===== config.mk =====
export PLATFORM = sky130hd
export DESIGN_NAME = rename_dispatch_group
export DESIGN_NICKNAME = d
export VERILOG_FILES = /design/src/rtl/rename_dispatch_group.sv
export SDC_FILE = /design/constraint.sdc
export NUM_CORES = 1
export LEC_CHECK = 0
export ABC_AREA = 1
export CAP_MARGIN = 30
export CORE_MARGIN = 10
export CORE_UTILIZATION = 50
export CTS_CLUSTER_SIZE = 40
export DETAILED_ROUTE_END_ITERATION = 16
export HOLD_SLACK_MARGIN = 0.02
export PLACE_DENSITY = 0.89
export SLEW_MARGIN = 20
export SYNTH_ARGS = -nofsm -noshare
export SYNTH_HDL_FRONTEND = slang
export SYNTH_SLANG_ARGS = --single-unit

===== constraint.sdc =====
create_clock -name clk -period 7.4 [get_ports clk]
set_input_delay 1.11 -clock clk [delete_from_list [all_inputs] [get_ports clk]]
set_output_delay 1.11 -clock clk [all_outputs]
set_load 0.05 [all_outputs]

===== src/rtl/rename_dispatch_group.sv =====
// Rename group source-tag fixup feeding a 2-entry skid FIFO; optional DISPATCH_WAW_MASK_EN adds out_rat_we.
// Latency 1 cycle in->out; in_ready is state-only (count<2), never combinational on out_ready.
module rename_dispatch_group_fifo2 #(
  parameter int DW = 8
) (
  input  logic          clk,
  input  logic          rst,
  input  logic          flush,
  input  logic          in_vld,
  output logic          in_rdy,
  input  logic [DW-1:0] in_dat,
  output logic          out_vld,
  input  logic          out_rdy,
  output logic [DW-1:0] out_dat,
  output logic [1:0]    count
);
  logic [DW-1:0] slot0, slot1;
  logic          push, pop;

  assign in_rdy  = (count != 2'd2);
  assign out_vld = (count != 2'd0);
  assign push    = in_vld & in_rdy;
  assign pop     = out_vld & out_rdy;
  assign out_dat = slot0;

  // slot0 is always the head; an empty FIFO keeps showing the last group
  always_ff @(posedge clk or posedge rst) begin
    if (rst) begin
      count <= 2'd0;
      slot0 <= '0;
      slot1 <= '0;
    end else if (flush) begin
      count <= 2'd0;
    end else begin
      case ({push, pop})
        2'b10: begin
          if (count == 2'd0) slot0 <= in_dat;
          else               slot1 <= in_dat;
          count <= count + 2'd1;
        end
        2'b01: begin
          if (count == 2'd2) slot0 <= slot1;
          count <= count - 2'd1;
        end
        2'b11: slot0 <= in_dat;  // only reachable with count==1
        default: ;
      endcase
    end
  end
endmodule

module rename_dispatch_group #(
  parameter int WIDTH  = 4,
  parameter int ARCH_W = 5,
  parameter int PHY_W  = 6
) (
  input  logic                    clk,
  input  logic                    rst,
  input  logic                    flush,
  input  logic                    in_valid,
  output logic                    in_ready,
  input  logic [WIDTH-1:0]        in_lane_vld,
  input  logic [WIDTH*ARCH_W-1:0] in_rdst,
  input  logic [WIDTH*ARCH_W-1:0] in_src1,
  input  logic [WIDTH*ARCH_W-1:0] in_src2,
  input  logic [WIDTH*PHY_W-1:0]  in_phy,
  input  logic [WIDTH*PHY_W-1:0]  in_rsrc1,
  input  logic [WIDTH*PHY_W-1:0]  in_rsrc2,
  output logic                    out_valid,
  input  logic                    out_ready,
  output logic [WIDTH-1:0]        out_lane_vld,
  output logic [WIDTH*ARCH_W-1:0] out_rdst,
  output logic [WIDTH*PHY_W-1:0]  out_phy,
  output logic [WIDTH*PHY_W-1:0]  out_src1,
  output logic [WIDTH*PHY_W-1:0]  out_src2,
  output logic [1:0]              out_count
`ifdef DISPATCH_WAW_MASK_EN
  ,
  output logic [WIDTH-1:0]        out_rat_we
`endif
);
`ifdef DISPATCH_WAW_MASK_EN
  localparam int DW = 2*WIDTH + WIDTH*ARCH_W + 3*WIDTH*PHY_W;
`else
  localparam int DW = WIDTH + WIDTH*ARCH_W + 3*WIDTH*PHY_W;
`endif

  logic [WIDTH*PHY_W-1:0] res1, res2;
  logic [DW-1:0]          push_dat, head_dat;

  // Ascending j: the youngest older writer overrides earlier matches
  always_comb begin
    res1 = in_rsrc1;
    res2 = in_rsrc2;
    for (int i = 1; i < WIDTH; i++) begin
      for (int j = 0; j < i; j++) begin
        if (in_lane_vld[j] && (in_rdst[j*ARCH_W +: ARCH_W] != '0)) begin
          if (in_rdst[j*ARCH_W +: ARCH_W] == in_src1[i*ARCH_W +: ARCH_W])
            res1[i*PHY_W +: PHY_W] = in_phy[j*PHY_W +: PHY_W];
          if (in_rdst[j*ARCH_W +: ARCH_W] == in_src2[i*ARCH_W +: ARCH_W])
            res2[i*PHY_W +: PHY_W] = in_phy[j*PHY_W +: PHY_W];
        end
      end
    end
  end

`ifdef DISPATCH_WAW_MASK_EN
  logic [WIDTH-1:0] waw_we;

  // A destination overwritten by a younger valid lane must not update the RAT
  always_comb begin
    for (int i = 0; i < WIDTH; i++) begin
      waw_we[i] = in_lane_vld[i] && (in_rdst[i*ARCH_W +: ARCH_W] != '0);
      for (int k = i + 1; k < WIDTH; k++) begin
        if (in_lane_vld[k] && (in_rdst[k*ARCH_W +: ARCH_W] == in_rdst[i*ARCH_W +: ARCH_W]))
          waw_we[i] = 1'b0;
      end
    end
  end

  assign push_dat = {waw_we, in_lane_vld, in_rdst, in_phy, res1, res2};
  assign {out_rat_we, out_lane_vld, out_rdst, out_phy, out_src1, out_src2} = head_dat;
`else
  assign push_dat = {in_lane_vld, in_rdst, in_phy, res1, res2};
  assign {out_lane_vld, out_rdst, out_phy, out_src1, out_src2} = head_dat;
`endif

  rename_dispatch_group_fifo2 #(.DW(DW)) u_fifo (
    .clk     (clk),
    .rst     (rst),
    .flush   (flush),
    .in_vld  (in_valid),
    .in_rdy  (in_ready),
    .in_dat  (push_dat),
    .out_vld (out_valid),
    .out_rdy (out_ready),
    .out_dat (head_dat),
    .count   (out_count)
  );
endmodule


==> metrics.yaml <==
route:
  wl_um: 31600
  wl_per_cell_um: 17.43
  routed-via-count: 9646
  vias_per_cell: 5.320
  ant_nets: 0
  drc: 0
  drt-initial-drc-count: 897
  firstDrtPassIters: 7
cells_and_area:
  nNetsFinal: 1675
  regArea_um2: 4855
  fillCellCount: 1665
  syn_to_final_growth_pct: 29.78
  drive_gt1_share_pct: 3.620
  postLayoutCellArea_um2: 12990
  fin_cells: 1813
  multi_input_area_um2: 4459
placed_design:
  post_dp_cell_area_um2: 12360
  routabilityCongestion: 0.9318
  dp_cells: 1779
  io_buffers: 230
  dp_hpwl_um: 22430
worst_setup_path:
  timing.critical_path.buf_inv: 4
  max_stage_delay_ns: 0.80
  cp_slowest_cell: "clkinv_2"
  crit_type: "in -> reg"
  crit_family: "buffers and inverters"
  critPathRequiredTime_ns: 7.68
  path_cells: "clkdlybuf4s50_1, nand2_1, nor2_1, nand2_2, nand3_2, buf_4, clkinv_2, buf_4, nor2_1, a31oi_1"
  startpoint_type: "input pin"
  arrival_ns: 4.37
  path_max_fanout: 71
  end_kind: "flip-flop"
sta:
  tightest_slew_ns: 0.9363
  skew_ns: 0.01254
  period_minus_slack_ns: 4.087
  rsz0062_at_grt: "no"
  slew_violations: 0
  relSlewSlack_pct: 37.58
  finalCritPeriodShare_pct: 55.23
  setup_viol: 0
  hold_viol_final: 0
  fin_tns_setup_ns: 0
  max_freq_mhz: 244.7
logic_synthesis:
  yosys.area_share.simple_pct: 31.59
  avgSynthCellArea_um2: 7.409
  seq_area_frac_synth_pct: 48.50
  yosysWarnings: 0
  syn_nets: 1492
  synth_flop_cell: "dfrtp_1"
  synth_cell_types: 28
  muxShareOfSynthArea_pct: 0
  synthCells: 1351
  synth_compound_area_share_pct: 8.575
  synth_edf_count: 0
  synth_xor_area_share_pct: 4.288
  synth_top_family_by_area: "simple AND/OR/NAND/NOR gates"
  synth_area_um2: 10010
  synthAdderAreaFrac_pct: 0
  ys_ff_latch: 194
  ys_async_sr_fraction_pct: 100.0
clock_network:
  cts_tree: "done"
  clk_path_buf_depth: 2
  clk_pin_slew_ns: 0.07
  root_buffer: "clkbuf_16"
  htreeDepth: 4
  post-cts-setup-buffers: 0
  postCtsHoldBufs: 0
  clock_latency_ns: 0.44
  cts_buffers: 17
  cts_resized: 0
  cts.sinks: 194
floorplanning:
  start_util_pct: 51.10
  io_pins: 241
  core_area_um2: 19590
  rows: 51
  die_h_um: 161.5
  die_x_um: 161.5
  dieArea_um2: 26080
global_routing:
  grt_max_degree: 120
  grt_pass1_wl_um: 49700
  overflow: 0
  grt_pass1_vias: 9078
  grt.total_usage_pct: 23.65
  antenna_found_initial: 1
run:
  drv_cap: 0
power:
  peakVddDrop_mv: 0.2368
  powerDensity_nw_per_um2: 421.3
  power.leakage_uw: 0.006271
  power_uw: 5473
hold_path:
  hp-class: "reg -> reg"
run_status:
  outcome: "finished, final reports clean"
tightest hold or removal path, stage by stage (launching register included):
cell	delay (ns)
dfrtp_1	0.35
nand2_1	0.05
nand2_1	0.05
layer usage:
layer	global-route usage (%)	vias to the layer above	wire length, µm
met2	38.38	434	15040
met4	6.824	0	639
li1	-	4632	-
met3	6.177	51	2841
met5	0	-	0
met1	30.47	4529	13080
synthesized netlist by cell type, types with 2 or more instances:
master / n / share of area [%]
nand3b_1: 2 / 0.15
dfrtp_1: 194 / 49
o21ai_0: 47 / 2.4
xnor2_1: 36 / 3.1
xor2_1: 13 / 1.1
nand4_1: 2 / 0.12
nor3_2: 2 / 0.20
buf_6: 3 / 0.34
nor2_2: 3 / 0.19
buf_4: 4 / 0.30
inv_1: 89 / 3.3
a21oi_1: 21 / 1.0
nor2_1: 119 / 4.5
nand2_1: 541 / 20
o21a_1: 9 / 0.67
a31oi_1: 60 / 3.8
inv_2: 4 / 0.15
o21ai_1: 15 / 0.75
nor3_1: 2 / 0.10
buf_2: 32 / 1.6
buf_1: 9 / 0.34
clkbuf_1: 25 / 0.94
nand3_1: 112 / 5.6
nand2_2: 3 / 0.19
logic make-up after synthesis:
family          after synthesis
xor+xnor                     49
flops                       194
buf+inv                     167
compound gates              152
simple gates                789
sequential cells by signal, summed over array words and instances, names as in the netlist:
register	cells
u_fifo.slot1	96
u_fifo.out_dat	96
u_fifo.count	2
metrics by stage:
| step | utilization [%] | hold WS (ns) | setup WS, ns |
|---|---|---|---|
| after floorplan | - | 0.4422 | 1.006 |
| after global placement | 63.09 | 0.4534 | 2.987 |
| after detailed placement | 63.09 | 0.4583 | 2.892 |
| after CTS | 66.16 | 0.4766 | 3.359 |
| after global routing | 66.31 | 0.4917 | 3.065 |
| final | 66.31 | 0.4749 | 3.313 |
final cells by class:
| cell class | instances | share of cell area (%) |
|---|---|---|
| Clock inverter | 14 | 1.243 |
| Multi-Input combinational cell | 990 | 34.33 |
| Tap cell | 265 | 2.552 |
| Sequential cell | 194 | 37.37 |
| Timing Repair Buffer | 238 | 18.34 |
| Antenna cell | 1 | 0.01926 |
| Clock buffer | 18 | 3.381 |
| Inverter | 93 | 2.764 |
cell usage in the layout, fill, tap and decap left out, types with 2 or more instances in the layout:
master           count
nand4_1              2
xor2_1              13
o21ai_1             15
nand2_1            541
inv_1               88
xnor2_1             36
nand3_1            112
nor3_2               2
nor3_1               2
a21oi_1             21
nor2_2               3
nand3b_1             2
nor2_1             119
nand2_2              2
clkinvlp_4           2
inv_2                2
clkdlybuf4s50_1    230
dfrtp_1            194
o21a_1               9
o21ai_0             47
a31oi_1             60
inv_8                6
inv_6                4
buf_4                7
clkbuf_16           17
clkinv_2             2
power by group:
group	leakage [µW]	internal [µW]	total (µW)	switching [µW]
clock network	0.000291	493	954	461
logic	0.00367	865	2680	1810
registers	0.00231	1570	1840	271
total	0.00627	2930	5470	2550
final timing paths:
check,from,to,slack (ns),cells after the start
max,in_valid,u_fifo.out_dat[79],3.31,10
min,u_fifo.slot1[95],u_fifo.slot1[95],0.47,2
max reg2reg,u_fifo.count[0],u_fifo.out_dat[79],3.90,11
min in group asynchronous,rst,u_fifo.slot1[28],1.20,2
min reg2reg,u_fifo.slot1[95],u_fifo.slot1[95],0.47,2
max in group asynchronous,rst,u_fifo.slot1[83],4.96,4
(Power assumes the default switching activity.)
